<file path="src/rtl/div8b4_seq_if.sv">
// div8b4_seq_if: start/operand/result bundle between a requester and the divider
interface div8b4_seq_if;
    logic       start;
    logic [7:0] dividend;
    logic [3:0] divisor;
    logic       busy;
    logic       done;
    logic [7:0] quotient;
    logic [3:0] remainder;
    logic       div_by_zero;
    modport master (output start, dividend, divisor, input busy, done, quotient, remainder, div_by_zero);
    modport slave  (input start, dividend, divisor, output busy, done, quotient, remainder, div_by_zero);
endinterface

</file>
<file path="src/rtl/div8b4_seq.sv">
// div8b4_seq: 8-by-4 unsigned restoring divider, one quotient bit per clock, MSB first
module div8b4_seq (
    input  logic          clk,
    input  logic          rst,
    div8b4_seq_if.slave   bus
);
    typedef enum logic [1:0] {IDLE, RUN, DONE} state_t;
    state_t     state_q, state_d;
    logic [7:0] dvd_q, dvd_d, quo_q, quo_d;
    logic [3:0] dvs_q, dvs_d, rem_q, rem_d;
    logic [4:0] pr_q, pr_d, pr_sh;
    logic [2:0] cnt_q, cnt_d;
    logic       done_q, done_d, dbz_q, dbz_d, ge, zero;
    // dvd_q shifts dividend bits out of the top while quotient bits enter at the bottom
    always_comb begin
        state_d = state_q;
        dvd_d   = dvd_q;
        dvs_d   = dvs_q;
        pr_d    = pr_q;
        cnt_d   = cnt_q;
        quo_d   = quo_q;
        rem_d   = rem_q;
        dbz_d   = dbz_q;
        done_d  = 1'b0;
        pr_sh   = {pr_q[3:0], dvd_q[7]};
        ge      = pr_sh >= {1'b0, dvs_q};
        zero    = dvs_q == 4'd0;
        case (state_q)
            IDLE: if (bus.start) begin
                dvd_d   = bus.dividend;
                dvs_d   = bus.divisor;
                pr_d    = '0;
                cnt_d   = '0;
                state_d = bus.divisor == 4'd0 ? DONE : RUN;
            end
            RUN: begin
                pr_d    = ge ? pr_sh - {1'b0, dvs_q} : pr_sh;
                dvd_d   = {dvd_q[6:0], ge};
                cnt_d   = cnt_q + 3'd1;
                state_d = cnt_q == 3'd7 ? DONE : RUN;
            end
            DONE: begin
                state_d = IDLE;
                done_d  = 1'b1;
                quo_d   = zero ? 8'hFF : dvd_q;
                rem_d   = zero ? 4'hF : pr_q[3:0];
                dbz_d   = zero;
            end
            default: state_d = IDLE;
        endcase
    end
    always_ff @(posedge clk) begin
        if (rst) begin
            state_q <= IDLE;
            dvd_q   <= '0;
            dvs_q   <= '0;
            pr_q    <= '0;
            cnt_q   <= '0;
            quo_q   <= '0;
            rem_q   <= '0;
            dbz_q   <= 1'b0;
            done_q  <= 1'b0;
        end else begin
            state_q <= state_d;
            dvd_q   <= dvd_d;
            dvs_q   <= dvs_d;
            pr_q    <= pr_d;
            cnt_q   <= cnt_d;
            quo_q   <= quo_d;
            rem_q   <= rem_d;
            dbz_q   <= dbz_d;
            done_q  <= done_d;
        end
    end
    assign bus.busy        = state_q != IDLE;
    assign bus.done        = done_q;
    assign bus.quotient    = quo_q;
    assign bus.remainder   = rem_q;
    assign bus.div_by_zero = dbz_q;
endmodule

</file>
<file path="src/flat_wrapper.sv">
// flat-port wrapper written by rule: the top's interface ports become plain ports
module div8b4_seq_flat 
  (clk, rst, bus_start, bus_dividend, bus_divisor, bus_busy, bus_done, bus_quotient, bus_remainder, bus_div_by_zero);
  div8b4_seq_if bus_i ();
  input  logic clk;
  input  logic rst;
  input wire logic [$bits(bus_i.start)-1:0] bus_start;
  input wire logic [$bits(bus_i.dividend)-1:0] bus_dividend;
  input wire logic [$bits(bus_i.divisor)-1:0] bus_divisor;
  output wire logic [$bits(bus_i.busy)-1:0] bus_busy;
  output wire logic [$bits(bus_i.done)-1:0] bus_done;
  output wire logic [$bits(bus_i.quotient)-1:0] bus_quotient;
  output wire logic [$bits(bus_i.remainder)-1:0] bus_remainder;
  output wire logic [$bits(bus_i.div_by_zero)-1:0] bus_div_by_zero;
  assign bus_i.start = bus_start;
  assign bus_i.dividend = bus_dividend;
  assign bus_i.divisor = bus_divisor;
  assign bus_busy = bus_i.busy;
  assign bus_done = bus_i.done;
  assign bus_quotient = bus_i.quotient;
  assign bus_remainder = bus_i.remainder;
  assign bus_div_by_zero = bus_i.div_by_zero;
  div8b4_seq u_core (.clk(clk), .rst(rst), .bus(bus_i));
endmodule
</file>
<file path="config.mk">
export PLATFORM = sky130hd
export DESIGN_NAME = div8b4_seq_flat
export DESIGN_NICKNAME = d
export VERILOG_FILES = /design/src/rtl/div8b4_seq_if.sv /design/src/rtl/div8b4_seq.sv /design/src/flat_wrapper.sv
export SDC_FILE = /design/constraint.sdc
export NUM_CORES = 1
export LEC_CHECK = 0
export BUFFER_PORTS_ARGS = -buffer_cell sky130_fd_sc_hd__buf_4
export CORE_MARGIN = 8
export CORE_UTILIZATION = 57
export CTS_BUF_LIST = sky130_fd_sc_hd__clkbuf_2 sky130_fd_sc_hd__clkbuf_4 sky130_fd_sc_hd__clkbuf_8
export DETAILED_ROUTE_END_ITERATION = 8
export HOLD_SLACK_MARGIN = 0.12
export PLACE_DENSITY_LB_ADDON = 0.1
export SLEW_MARGIN = 0
export SYNTH_ARGS = -nofsm -noshare
export SYNTH_HDL_FRONTEND = slang
export SYNTH_SLANG_ARGS = --single-unit
export TNS_END_PERCENT = 1
</file>
<file path="constraint.sdc">
create_clock -name clk -period 2.4 [get_ports clk]
set_clock_uncertainty 0.15 [all_clocks]
set_input_delay 0.48 -clock clk [delete_from_list [all_inputs] [get_ports clk]]
set_output_delay 0.48 -clock clk [all_outputs]
set_load 0.1 [all_outputs]
</file>
# Word-level counts from Yosys, hierarchy flattened
# Cells that the tools add are included.
[classes]
add_sub_neg = 2
magnitude_cmp = 1
n_eq_ne = 4
mux = 14
n_reduce_logical = 7
[op_table]
columns = ["operator", "count"]
rows = [
  ["2-to-1 mux 8 bit", 2],
  ["one-hot mux 8 bit (2 select lines)", 1],
  ["2-to-1 mux 4 bit", 3],
  ["logical NOT 4 bit", 2],
  ["one-hot mux 4 bit (2 select lines)", 1],
  ["2-to-1 mux 2 bit", 3],
  ["one-hot mux 3 bit (2 select lines)", 1],
  [">= comparator 5 x 4 -> 1 bit", 1],
  ["one-hot mux 2 bit (2 select lines)", 1],
  ["AND reduction 2 bit", 2],
  ["nonzero test 2 bit", 2],
  ["subtractor 4 bit", 1],
  ["adder 3 x 1 -> 3 bit (second input constant)", 1],
  ["equality test 3 bit (second input constant)", 1],
  ["2-to-1 mux 3 bit", 1],
  ["equality test 2 x 1 -> 1 bit (second input constant)", 1],
  ["equality test 2 bit (second input constant)", 1],
  ["logical NOT 2 bit", 1],
  ["!= test 2 bit (second input constant)", 1],
  ["2-to-1 mux 1 bit", 1],
]
[word_totals]
ff_bits = 35
inputBits = 15
out_inout_bits = 15

# Longest topological paths before layout
# Gate-level depths: netlist of the first run.
[depth]
depth_word = 4
ltp_mapped = 7
ltp_nobuf = 6

# Worst setup path before layout of the first run
# No wires, ideal clock.
[synth_timing]
kind = "register to register"
startpoint = "register u_core.dvd_q[7]"
endpoint = "register u_core.pr_q[3]"
setup_ps = 117
arrival_ps = 1628
required_ps = 2133
path_slack_ps = 505
path_stages_with_launch = 7
cell_sequence = "dfxtp_1 -> inv_1 -> ha_1 -> nand2b_2 -> a21o_1 -> a311o_2 -> a32o_1"
[synth_via]
elab_chain_len = 3
elab_cells_between_ends = 4
[synth_rtl]
columns = ["item", "line_no", "source"]
rows = [
  ["from (decl)", "div8b4_seq.sv:9", "logic [7:0] dvd_q, dvd_d, quo_q, quo_d;"],
  ["from (signal assigned)", "div8b4_seq.sv:65", "dvd_q <= dvd_d;"],
  ["subtractor 4 bit / >= comparator 5 x 4 -> 1 bit (equally long branches)", "div8b4_seq.sv:37, div8b4_seq.sv:26", ""],
  ["2-to-1 mux 4 bit (*)", "div8b4_seq.sv:37", "pr_d = ge ? pr_sh - {1'b0, dvs_q} : pr_sh;"],
  ["one-hot mux 4 bit (2 select lines) (*)", "div8b4_seq.sv:28", "case (state_q)"],
  ["to (signal assigned)", "div8b4_seq.sv:67", "pr_q <= pr_d;"],
  ["to (decl)", "div8b4_seq.sv:11", "logic [4:0] pr_q, pr_d, pr_sh;"],
]
# Mark *: on every way between the ends. The rest lies on a longest branch, timed or not.
# A chain may end at the register's enable or synchronous reset.

# Final worst setup path of the first run
# Ends and elaborated chain as after synthesis.

==> results by group, run 1 <==
Outcome
  • Status: complete, no violations

Timing
  • Setup violators final: 0
  • Fin. Hold Viols: 0
  • Final Max Tran Viols: 0
  • Tmin final: between 2000 and 2500 ps
  • Setup TNS: 0 ps
  • RSZ-0062 raised after global routing: no
  • Hold WS: approximately 240 ps
  • Slew of the pin with the lowest slew margin: 540.2 ps
  • Fin worst setup slack: ~360 ps
  • Max transition margin: 0.6383
  • Fmax: 490.9 MHz
  • Final period utilization: 0.8488

Worst setup path
  • FF-to-FF Start: u_core.dvd_q[7]$_SDFFE_PP0P_
  • Reg-to-reg setup timing slack: approximately 360 ps
  • Reg2Reg Depth: 6
  • Largest stage delay on the critical path: ~380 ps
  • Arr. time, crit path: approximately 2100 ps
  • Slowest cell on crit path: dfxtp_1
  • Worst Path Max Fanout: 3
  • Worst endpoint required time: between 2000 and 2500 ps
  • Worst setup path class: reg2reg
  • CP Cell Sequence: inv_1 -> ha_1 -> nand2b_2 -> a21o_1 -> a311o_2 -> a32o_1
  • Crit path capture type: flop
  • Worst setup SP type: flop
  • Reg2reg end: u_core.pr_q[3]$_SDFFE_PP0P_

Hold path
  • Hold EP: u_core.dvs_q[3]$_SDFFE_PP0P_
  • Hold path cells: 3
  • Worst hold path class: in2reg
  • Worst hold start: bus_divisor[3]

Logic synthesis
  • Flops & latches, synth: 35
  • Prevailing post-synth register cell: dfxtp_1
  • Unique masters post-synth: 38
  • EDFF count, synth: 0
  • Cell area after synthesis: between 1500 and 2000 um2
  • Syn Area/Cell: roughly 8.4 um2
  • Synth async-reset ratio: 0
  • Post-synthesis cell count: 194
  • Yosys warning count: 0
  • Seq/Total Area, Yosys: 0.4285
  • Mapped Nets: roughly 220

Global route
  • First-pass GRT wire length: about 6.2 mm
  • Vias in the first global route: approximately 1,400
  • GR Overflow Total: 0
  • Total GRT Usage: 0.1515
  • Antenna violations before repair: 0
  • Largest net degree at the start of global routing: 34

Clocking
  • # Post-CTS Setup Buffers: 0
  • CTS sink count: 35
  • CTS Buf Count: 5
  • Post-cts resize count: 0
  • Clock latency on the worst-skew pair: approximately 330 ps
  • Hold buffers post-CTS: 0
  • CTS tree: done
  • CTS HTree Levels: 2
  • CTS clk-pin slew, worst paths: approximately 110 ps
  • Clock Root Buffer: clkbuf_4
  • Buffer depth of the longest clock path: 2

Cells and area
  • Area of the multi-input gates: 844.6 um2
  • Core Util, Final: 0.7053
  • Ant. Diodes: 0
  • Most frequent cells in the layout: nand2_1 (41), dfxtp_1 (35), buf_4 (32)
  • Area delta synth->final: 17.90%
  • Post-route cell area: 1928 um2
  • Final cell count without fillers: about 250
  • Final nets: 241
  • Number of fill cells in the layout: 228
  • Layout cells sized above 1: 0.2136
  • Sequential standard cell area: roughly 700 um2
  • Commonest non-fill, non-tap cell in the layout: nand2_1

Placed design
  • Placed cell count: between 200 and 250
  • Number of buffers added on ports: 29
  • Cell Area, Placed: between 1500 and 2000 um2
  • Placement Setup Slack: between 300 and 400 ps
  • RePlAce Congestion: 0.9156
  • Final HPWL DP: 2.694 mm

Drt
  • WL/cell: between 10 and 15 um
  • Vias per cell: 5.825
  • 1st-iter DRT viols: between 100 and 150
  • Total number of vias: around 1,500
  • 1st-pass router iterations: 4
  • Routed wire length: approximately 3.6 mm
  • Post-route ant nets: 0
  • DR DRC count: 0

Floorplan
  • Die W: slightly below 70 um
  • Core area: 2734 um2
  • Starting Density: 0.5982
  • Die area: 4839 um2
  • Ports: 30
  • Die Y: 69.56 um
  • Std-Cell Rows: 19

Pwr
  • Leak: between 0.7 and 0.8 nW
  • Worst VDD drop: between 0.0006 and 0.0007 V
  • Total Power Consumption: approximately 1.3 mW
  • Power per cell area: 690.0 nW/um2

Job
  • Max Cap Viol: 0
==> registers in the layout, indices dropped and copies added (netlist names) <==
name,cells
u_core.state_q,2
u_core.bus.div_by_zero,1
u_core.bus.quotient,8
u_core.bus.done,1
u_core.bus.remainder,4
u_core.dvd_q,8
u_core.pr_q,4
u_core.dvs_q,4
u_core.cnt_q,3
==> power by group <==
group | total [mW] | internal (mW) | switching (mW)
Clock | 0.424 | 0.219 | 0.205
Sequential | 0.639 | 0.612 | 0.0277
Combinational | 0.267 | 0.114 | 0.152
Total | 1.33 | 0.945 | 0.385
==> worst max-delay path: cells and delay by family (launching register included) <==
kind                       cells  cell delay [ps]
and+or+nand+nor                1              220
DFF                            1              380
adders and majority gates      1              290
AOI/OAI and AO/OA              3              830
buffers and inverters          1               70
==> cell usage after synthesis, drive strengths merged, types with 2 or more instances <==
library cell / instances / area, um2
a21o: 2 / 15.01
a21oi: 6 / 30.03
a22oi: 3 / 22.52
a311oi: 7 / 61.31
a31oi: 13 / 81.33
a32o: 3 / 30.03
buf: 6 / 36.28
clkbuf: 8 / 31.28
dfxtp: 35 / 700.7
ha: 6 / 75.07
inv: 6 / 22.52
mux2i: 2 / 20.02
nand2: 41 / 153.9
nand2b: 3 / 21.27
nand3: 5 / 25.02
nor2: 20 / 75.07
nor2b: 6 / 37.54
nor3: 3 / 15.01
o21ai: 2 / 10.01
or2: 3 / 18.77
==> how the worst max path moves through the flow <==
| stage | start | to | slack (ps) | cells after the start |
|---|---|---|---|---|
| 6_report | u_core.dvd_q[7]$_SDFFE_PP0P_ | u_core.pr_q[3]$_SDFFE_PP0P_ | 360 | 6 |
| 5_1_grt | u_core.dvd_q[7]$_SDFFE_PP0P_ | u_core.pr_q[3]$_SDFFE_PP0P_ | 320 | 6 |
| 4_1_cts | u_core.dvd_q[7]$_SDFFE_PP0P_ | u_core.pr_q[3]$_SDFFE_PP0P_ | 370 | 6 |
| 3_5_place_dp | u_core.dvd_q[7]$_SDFFE_PP0P_ | u_core.pr_q[3]$_SDFFE_PP0P_ | 390 | 6 |
| 3_3_place_gp | u_core.dvd_q[7]$_SDFFE_PP0P_ | u_core.pr_q[3]$_SDFFE_PP0P_ | 460 | 6 |
| 2_1_floorplan | u_core.dvd_q[7]$_SDFFE_PP0P_ | u_core.pr_q[3]$_SDFFE_PP0P_ | 500 | 6 |
==> logic make-up after synthesis <==
kind of cell,Yosys count,share of synthesized area
AO/OA/AOI/OAI,44,0.2089
XOR/XNOR,1,0.005357
buffers and inverters,20,0.05508
multiplexers,2,0.01224
flip-flops,35,0.4285
AND/OR/NAND/NOR,85,0.2318
adder cells (fa/ha/maj),7,0.05815
==> area by class of cell <==
cell class	instances	area share
inverter	6	0.01168
tap	31	0.02012
clock inverter	3	0.02271
sequential	35	0.3634
timing repair buffer	32	0.1246
multi-input combinational	139	0.4380
clock buffer	5	0.01947
==> layer usage <==
metal / vias up / GRT usage / part of all wire
met5: - / 0 / 0
met4: 0 / 0.06150 / 0.014
met3: 5 / 0.05436 / 0.059
met2: 37 / 0.2469 / 0.49
met1: 688 / 0.1749 / 0.44
li1: 732 / - / -
(Power assumes the default switching activity.)
==> run 2, diff against run 1 <==
- CORE_UTILIZATION: 57 -> 51
- clock period: 2.4 -> 1.7 ns (I/O delays scaled with it)
==> run 2 against run 1 <==
The flow now finishes with violations (negative setup slack). Utilization increased by 3.5 points. Clock power increased by 40%. Fmax increased by 18%. Clock-buffer cell count unchanged. Register-to-register slack got worse by 390 ps. Combinational power increased by 82%. Die area increased by 9.0%. Global-route usage increased by 1.5 points. Via count increased by 6.5%. Total power increased by 49%. Critical path type unchanged.
==> results by group, run 2 (synthesis gave the netlist of run 1 again) <==
Worst setup path
  • Reg2Reg Depth: 6 (unchanged)
  • Arr. time, crit path: 1820 ps (was 2130 ps)
  • CP delay by family, top: compound AO/OA/AOI/OAI gates (unchanged)
  • CP Cell Sequence: inv_2 -> ha_4 -> nand2b_4 -> a2111oi_4 -> o21ai_1 -> a32o_1 (was inv_1 -> ha_1 -> nand2b_2 -> a21o_1 -> a311o_2 -> a32o_1)
  • Largest stage delay on the critical path: 370 ps (was 380 ps)
  • Worst setup SP type: flop (unchanged)
  • Worst endpoint required time: 1790 ps (was 2490 ps)
  • Worst Path Max Fanout: 3 (unchanged)
  • Slowest cell on crit path: a2111oi_4 (was dfxtp_1)
  • Reg2reg end: u_core.pr_q[0]$_SDFFE_PP0P_ (was u_core.pr_q[3]$_SDFFE_PP0P_)
  • FF-to-FF Start: u_core.dvd_q[7]$_SDFFE_PP0P_ (unchanged)
  • WP buf/inv: 1 (unchanged)
  • Crit path capture type: flop (unchanged)
  • Reg-to-reg setup timing slack: -30 ps (was 360 ps)
  • Worst setup path class: reg2reg (unchanged)

Placed design
  • Number of buffers added on ports: 29 (unchanged)
  • Final HPWL DP: 2.856 mm (was 2.694 mm)
  • RePlAce Congestion: 0.8558 (was 0.9156)
  • Placed cell count: 274 (was 243)

Cells and area
  • Area delta synth->final: 38.18% (was 17.90%)
  • Final nets: 270 (was 241)
  • Layout cells sized above 1: 0.3092 (was 0.2136)
  • Number of fill cells in the layout: 256 (was 228)
  • Commonest non-fill, non-tap cell in the layout: buf_4 (was nand2_1)
  • Most frequent cells in the layout: buf_4 (49), nand2_1 (41), dfxtp_1 (30) (was nand2_1 (41), dfxtp_1 (35), buf_4 (32))
  • Final cell count without fillers: 294 (was 251)

Global route
  • Total GRT Usage: 0.1667 (was 0.1515)
  • Vias in the first global route: 1,511 (was 1,375)
  • Largest net degree at the start of global routing: 20 (was 34)
  • GR Overflow Total: 0 (unchanged)
  • Antenna violations before repair: 1 (was 0)
  • First-pass GRT wire length: 7.003 mm (was 6.223 mm)

Pwr
  • Power per cell area: 878.6 nW/um2 (was 690.0 nW/um2)
  • Leak: 0.9271 nW (was 0.7816 nW)
  • Worst VDD drop: 0.0006412 V (was 0.0006495 V)
  • Total Power Consumption: 1.985 mW (was 1.330 mW)

Timing
  • Setup violators final: 3 (was 0)
  • RSZ-0062 raised after global routing: yes (was no)
  • Final period utilization: 1.016 (was 0.8488)
  • Fin worst setup slack: -27.88 ps (was 362.8 ps)
  • Max transition margin: 0.7756 (was 0.6383)
  • Final Max Tran Viols: 0 (unchanged)
  • Fmax: 578.7 MHz (was 490.9 MHz)
  • Tmin final: 1728 ps (was 2037 ps)
  • Hold WS: 137.5 ps (was 244.9 ps)
  • Fin. Hold Viols: 0 (unchanged)
  • Slew of the pin with the lowest slew margin: 333.5 ps (was 540.2 ps)

Drt
  • WL/cell: 13.87 um (was 14.48 um)
  • Post-route ant nets: 0 (unchanged)
  • Routed wl met3: 290 um (was 215 um)
  • Top sig layer: met4 (unchanged)
  • Total number of vias: 1,557 (was 1,462)
  • DRT met1 WL: 1.695 mm (was 1.597 mm)
  • 1st-iter DRT viols: 149 (was 108)
  • Vias per cell: 5.296 (was 5.825)
  • DR DRC count: 0 (unchanged)
  • 1st-pass router iterations: 4 (unchanged)
  • Met2 wire len: 2.023 mm (was 1.772 mm)
  • Routed wire length: 4.077 mm (was 3.634 mm)

Floorplan
  • Core area: 3053 um2 (was 2734 um2)
  • Ports: 30 (unchanged)
  • Starting Density: 0.5357 (was 0.5982)
  • Std-Cell Rows: 20 (was 19)
  • Die Y: 72.63 um (was 69.56 um)
  • Die area: 5274 um2 (was 4839 um2)
  • Die W: 72.63 um (was 69.56 um)

Hold path
  • Worst hold path class: in2reg (unchanged)
  • Hold EP: u_core.dvd_q[0]$_SDFFE_PP0P_ (was u_core.dvs_q[3]$_SDFFE_PP0P_)
  • Hold path cells: 3 (unchanged)
  • Worst hold start: bus_dividend[0] (was bus_divisor[3])

Clocking
  • Clock latency on the worst-skew pair: 340 ps (was 330 ps)
  • CTS Buf Count: 5 (unchanged)
  • Buffer depth of the longest clock path: 2 (unchanged)
  • Clock Root Buffer: clkbuf_4 (unchanged)
  • CTS sink count: 35 (unchanged)
  • CTS HTree Levels: 2 (unchanged)
  • CTS tree: done (unchanged)
  • CTS clk-pin slew, worst paths: 110 ps (about the same)

Job
  • Max Cap Viol: 0 (unchanged)

Outcome
  • Violated checks: negative setup slack
  • Status: finished, violations left (was complete, no violations)
[run 2: changes by cell type in the layout (fill, tap and decap cells not counted), moves of 2 or more]
| cell | before | now |
|---|---|---|
| buf_4 | 32 | 49 |
| dfxtp_1 | 35 | 30 |
| dfxtp_2 | 0 | 4 |
| dlygate4sd3_1 | 0 | 11 |
| ha_1 | 6 | 3 |
| ha_4 | 0 | 3 |
| o21ai_0 | 2 | 0 |
| o21ai_1 | 0 | 2 |
[run 2: worst max-delay path by stage]
stage                                        to  cells past startpoint                          from  slack, ps
floorplan           u_core.pr_q[3]$_SDFFE_PP0P_                      6  u_core.dvs_q[2]$_SDFFE_PP0P_        -10
global route        u_core.pr_q[0]$_SDFFE_PP0P_                      6  u_core.dvd_q[7]$_SDFFE_PP0P_       -110
CTS                 u_core.pr_q[1]$_SDFFE_PP0P_                      6  u_core.dvd_q[7]$_SDFFE_PP0P_        -40
global placement    u_core.pr_q[1]$_SDFFE_PP0P_                      5  u_core.dvs_q[0]$_SDFFE_PP0P_        -90
detailed placement  u_core.pr_q[1]$_SDFFE_PP0P_                      6  u_core.dvd_q[7]$_SDFFE_PP0P_       -110
finish              u_core.pr_q[0]$_SDFFE_PP0P_                      6  u_core.dvd_q[7]$_SDFFE_PP0P_        -30
[run 2: metrics by stage]
stage	util	setup slack, ps	area, um2	TNS (ps)
after global routing	0.7402	-106.4	2260	-405.4
final	0.7402	-27.88	2260	-68.83
after CTS	0.7389	-36.29	2256	-104.0
after detailed placement	0.6660	-112.3	2033	-404.5
after floorplan	-	-12.73	1670	-34.47
after global placement	0.6660	-92.18	2033	-240.2
[run 2: area by class of cell]
class                           instances  area, um2  area share
Timing Repair Buffer                   61      489.2      0.2165
Multi-Input combinational cell        139      899.6      0.3981
Antenna cell                            1      2.502    0.001107
Clock inverter                          3      43.79     0.01938
Sequential cell                        35      709.4      0.3140
Tap cell                               44      55.05     0.02436
Clock buffer                            5      37.54     0.01661
Inverter                                6      22.52    0.009967
[run 2: what timing repair did]
item / CTS / global route
pin swaps: 8 / 2
resized for setup: 8 / 1
setup buffers: 0 / 0
endpoints found under the setup margin: 6 / 6
endpoints found under the hold margin: 11 / 0
hold buffers: 11 / 0
[run 2: tightest hold or removal path, cell delays in order]
cell and delay (ps):
buf_4 110, nand2_1 50, a31oi_1 80
[run 2: power by group]
group / internal [mW] / switching (mW) / leakage, nW
combinational: 0.245 / 0.242 / 0.594
clock: 0.309 / 0.285 / 0.0452
sequential: 0.865 / 0.0400 / 0.288
[run 2: layer usage]
layer,up-vias,track usage
met2,54,0.2744
met3,9,0.05220
met4,0,0.07111
met5,-,0
met1,703,0.1934
li1,791,-
==> run 3, diff against run 2 <==
- RECOVER_POWER: unset -> 50
==> run 3 against run 2 <==
Fmax barely moved. Combinational power shrank 0.8%. Routed wire length did not move. Global-route usage stayed put. First-iteration DRC count fell by 5.4%. Via count about the same. Clock-buffer cell count stayed put. Sequential share of layout area grew 0.13 points. Register-to-register slack about the same. The run still ends with negative setup slack left.
==> results by group, run 3 (synthesis gave the netlist of run 1 again) <==
Placed design
  • Final HPWL DP: 2.856 mm (unchanged)
  • RePlAce Congestion: 0.8558 (unchanged)
  • Placement Setup Slack: -112.3 ps (unchanged)
  • Number of buffers added on ports: 29 (unchanged)

Clocking
  • CTS sink count: 35 (unchanged)
  • CTS Buf Count: 5 (unchanged)
  • CTS tree: done (unchanged)
  • Clock Root Buffer: clkbuf_4 (unchanged)
  • CTS clk-pin slew, worst paths: 110 ps (about the same)
  • CTS HTree Levels: 2 (unchanged)
  • # Post-CTS Setup Buffers: 0 (unchanged)
  • Clock latency on the worst-skew pair: 340 ps (about the same)
  • Buffer depth of the longest clock path: 2 (unchanged)

Worst setup path
  • Worst setup path class: reg2reg (unchanged)
  • Worst endpoint required time: 1790 ps (about the same)
  • Reg2Reg Depth: 6 (unchanged)
  • Reg-to-reg setup timing slack: -30 ps (about the same)
  • Crit path capture type: flop (unchanged)
  • Worst setup SP type: flop (unchanged)
  • Arr. time, crit path: 1820 ps (about the same)
  • Worst Path Max Fanout: 3 (unchanged)
  • Reg2reg end: u_core.pr_q[0]$_SDFFE_PP0P_ (unchanged)
  • FF-to-FF Start: u_core.dvd_q[7]$_SDFFE_PP0P_ (unchanged)

Timing
  • Fmax: 578.8 MHz (was 578.7 MHz)
  • Max transition margin: 0.6784 (was 0.7756)
  • Setup TNS: -67.12 ps (was -68.83 ps)
  • Setup violators final: 3 (unchanged)
  • Tmin final: 1728 ps (about the same)
  • Fin. Hold Viols: 0 (unchanged)
  • RSZ-0062 raised after global routing: yes (unchanged)
  • Slew of the pin with the lowest slew margin: 485.8 ps (was 333.5 ps)
  • Final period utilization: 1.016 (about the same)
  • Final Max Tran Viols: 0 (unchanged)
  • Fin worst setup slack: -27.63 ps (was -27.88 ps)

Outcome
  • Violated checks: negative setup slack (unchanged)
  • Status: finished, violations left (unchanged)

Global route
  • GR Overflow Total: 0 (unchanged)
  • Vias in the first global route: 1,511 (unchanged)
  • Largest net degree at the start of global routing: 20 (unchanged)
  • First-pass GRT wire length: 7.003 mm (unchanged)
  • Total GRT Usage: 0.1667 (unchanged)
  • Antenna violations before repair: 1 (unchanged)

Drt
  • Vias per cell: 5.293 (was 5.296)
  • Top sig layer: met4 (unchanged)
  • DRT met1 WL: 1.717 mm (was 1.695 mm)
  • Total number of vias: 1,556 (was 1,557)
  • Routed wire length: 4.077 mm (unchanged)
  • 1st-iter DRT viols: 141 (was 149)
  • 1st-pass router iterations: 4 (unchanged)
  • WL/cell: 13.87 um (unchanged)
  • Routed wl met3: 267 um (was 290 um)
  • DR DRC count: 0 (unchanged)
  • Post-route ant nets: 0 (unchanged)
  • Met2 wire len: 2.023 mm (unchanged)

Floorplan
  • Starting Density: 0.5357 (unchanged)
  • Die W: 72.63 um (unchanged)
  • Die Y: 72.63 um (unchanged)
  • Ports: 30 (unchanged)
  • Core area: 3053 um2 (unchanged)
  • Die area: 5274 um2 (unchanged)
  • Std-Cell Rows: 20 (unchanged)

Hold path
  • Worst hold path class: in2reg (unchanged)
  • Hold path cells: 3 (unchanged)
  • Hold EP: u_core.dvd_q[0]$_SDFFE_PP0P_ (unchanged)
  • Worst hold start: bus_dividend[0] (unchanged)

Pwr
  • Worst VDD drop: 0.0005857 V (was 0.0006412 V)
  • Leak: 0.9127 nW (was 0.9271 nW)
  • Power per cell area: 883.7 nW/um2 (was 878.6 nW/um2)

Cells and area
  • Commonest non-fill, non-tap cell in the layout: nand2_1 (was buf_4)
  • Final nets: 270 (unchanged)
  • Area delta synth->final: 37.11% (was 38.18%)
  • Most frequent cells in the layout: nand2_1 (41), buf_4 (40), dfxtp_1 (30) (was buf_4 (49), nand2_1 (41), dfxtp_1 (30))
  • Layout cells sized above 1: 0.2972 (was 0.3092)

Job
  • Max Cap Viol: 0 (unchanged)
run 3: changes by cell type in the layout (fill, tap and decap cells not counted):
cell and delta:
buf_4 -9, clkbuf_1 +2, buf_2 +1, nor3b_2 -1, clkbuf_4 +6, dfxtp_2 +1
nor3b_1 +1, dfxtp_4 -1
run 3: timing repair:
item                       4_1_cts  5_1_grt
hold buffers                    11        0
hold endpoints to repair        11        0
pin swaps                        8        2
setup endpoints to repair        6        6
gates resized for setup          8        1
run 3: area by class of cell:
class                           count  area [um2]
Antenna cell                        1       2.502
Clock buffer                        5       37.54
Clock inverter                      3       43.79
Fill cell                         263       810.8
Inverter                            6       22.52
Multi-Input combinational cell    139       894.6
Sequential cell                    35       706.9
Tap cell                           44       55.05
Timing Repair Buffer               61       479.2
run 3: where the power goes:
part | switching [mW] | leakage (nW) | total, mW | internal, mW
combinational | 0.242 | 0.580 | 0.483 | 0.241
sequential | 0.0395 | 0.287 | 0.904 | 0.865
clock | 0.285 | 0.0452 | 0.594 | 0.309
total | 0.566 | 0.913 | 1.98 | 1.41
run 3: how the worst max path moves through the flow:
stage / slack [ps] / start / to
6_report: -30 / u_core.dvd_q[7]$_SDFFE_PP0P_ / u_core.pr_q[0]$_SDFFE_PP0P_
5_1_grt: -110 / u_core.dvd_q[7]$_SDFFE_PP0P_ / u_core.pr_q[0]$_SDFFE_PP0P_
4_1_cts: -40 / u_core.dvd_q[7]$_SDFFE_PP0P_ / u_core.pr_q[1]$_SDFFE_PP0P_
3_5_place_dp: -110 / u_core.dvd_q[7]$_SDFFE_PP0P_ / u_core.pr_q[1]$_SDFFE_PP0P_
3_3_place_gp: -90 / u_core.dvs_q[0]$_SDFFE_PP0P_ / u_core.pr_q[1]$_SDFFE_PP0P_
2_1_floorplan: -10 / u_core.dvs_q[2]$_SDFFE_PP0P_ / u_core.pr_q[3]$_SDFFE_PP0P_
run 3: stage by stage:
| step | hold WS, ps | instances | cell area [um2] | power (mW) | utilization |
|---|---|---|---|---|---|
| floorplan | 293.6 | 194 | 1670 | 1.235 | - |
| global placement | 293.0 | 274 | 2033 | 1.354 | 0.6660 |
| detailed placement | 316.1 | 274 | 2033 | 1.365 | 0.6660 |
| global route | 135.3 | 294 | 2242 | 2.086 | 0.7344 |
| finish | 137.0 | 294 | 2242 | 1.981 | 0.7344 |
| CTS | 132.4 | 293 | 2256 | 2.002 | 0.7389 |
run 3: layer usage:
metal | GRT usage | up-vias
li1 | - | 790
met5 | 0 | -
met2 | 0.2744 | 46
met1 | 0.1934 | 711
met4 | 0.07111 | 0
met3 | 0.05220 | 9
run 3: critical path, cell delays in order (launching register included):
cell and delay, ps:
dfxtp_2 350, inv_2 50, ha_4 210, nand2b_4 150, a2111oi_4 370, o21ai_1 130, a32o_1 230
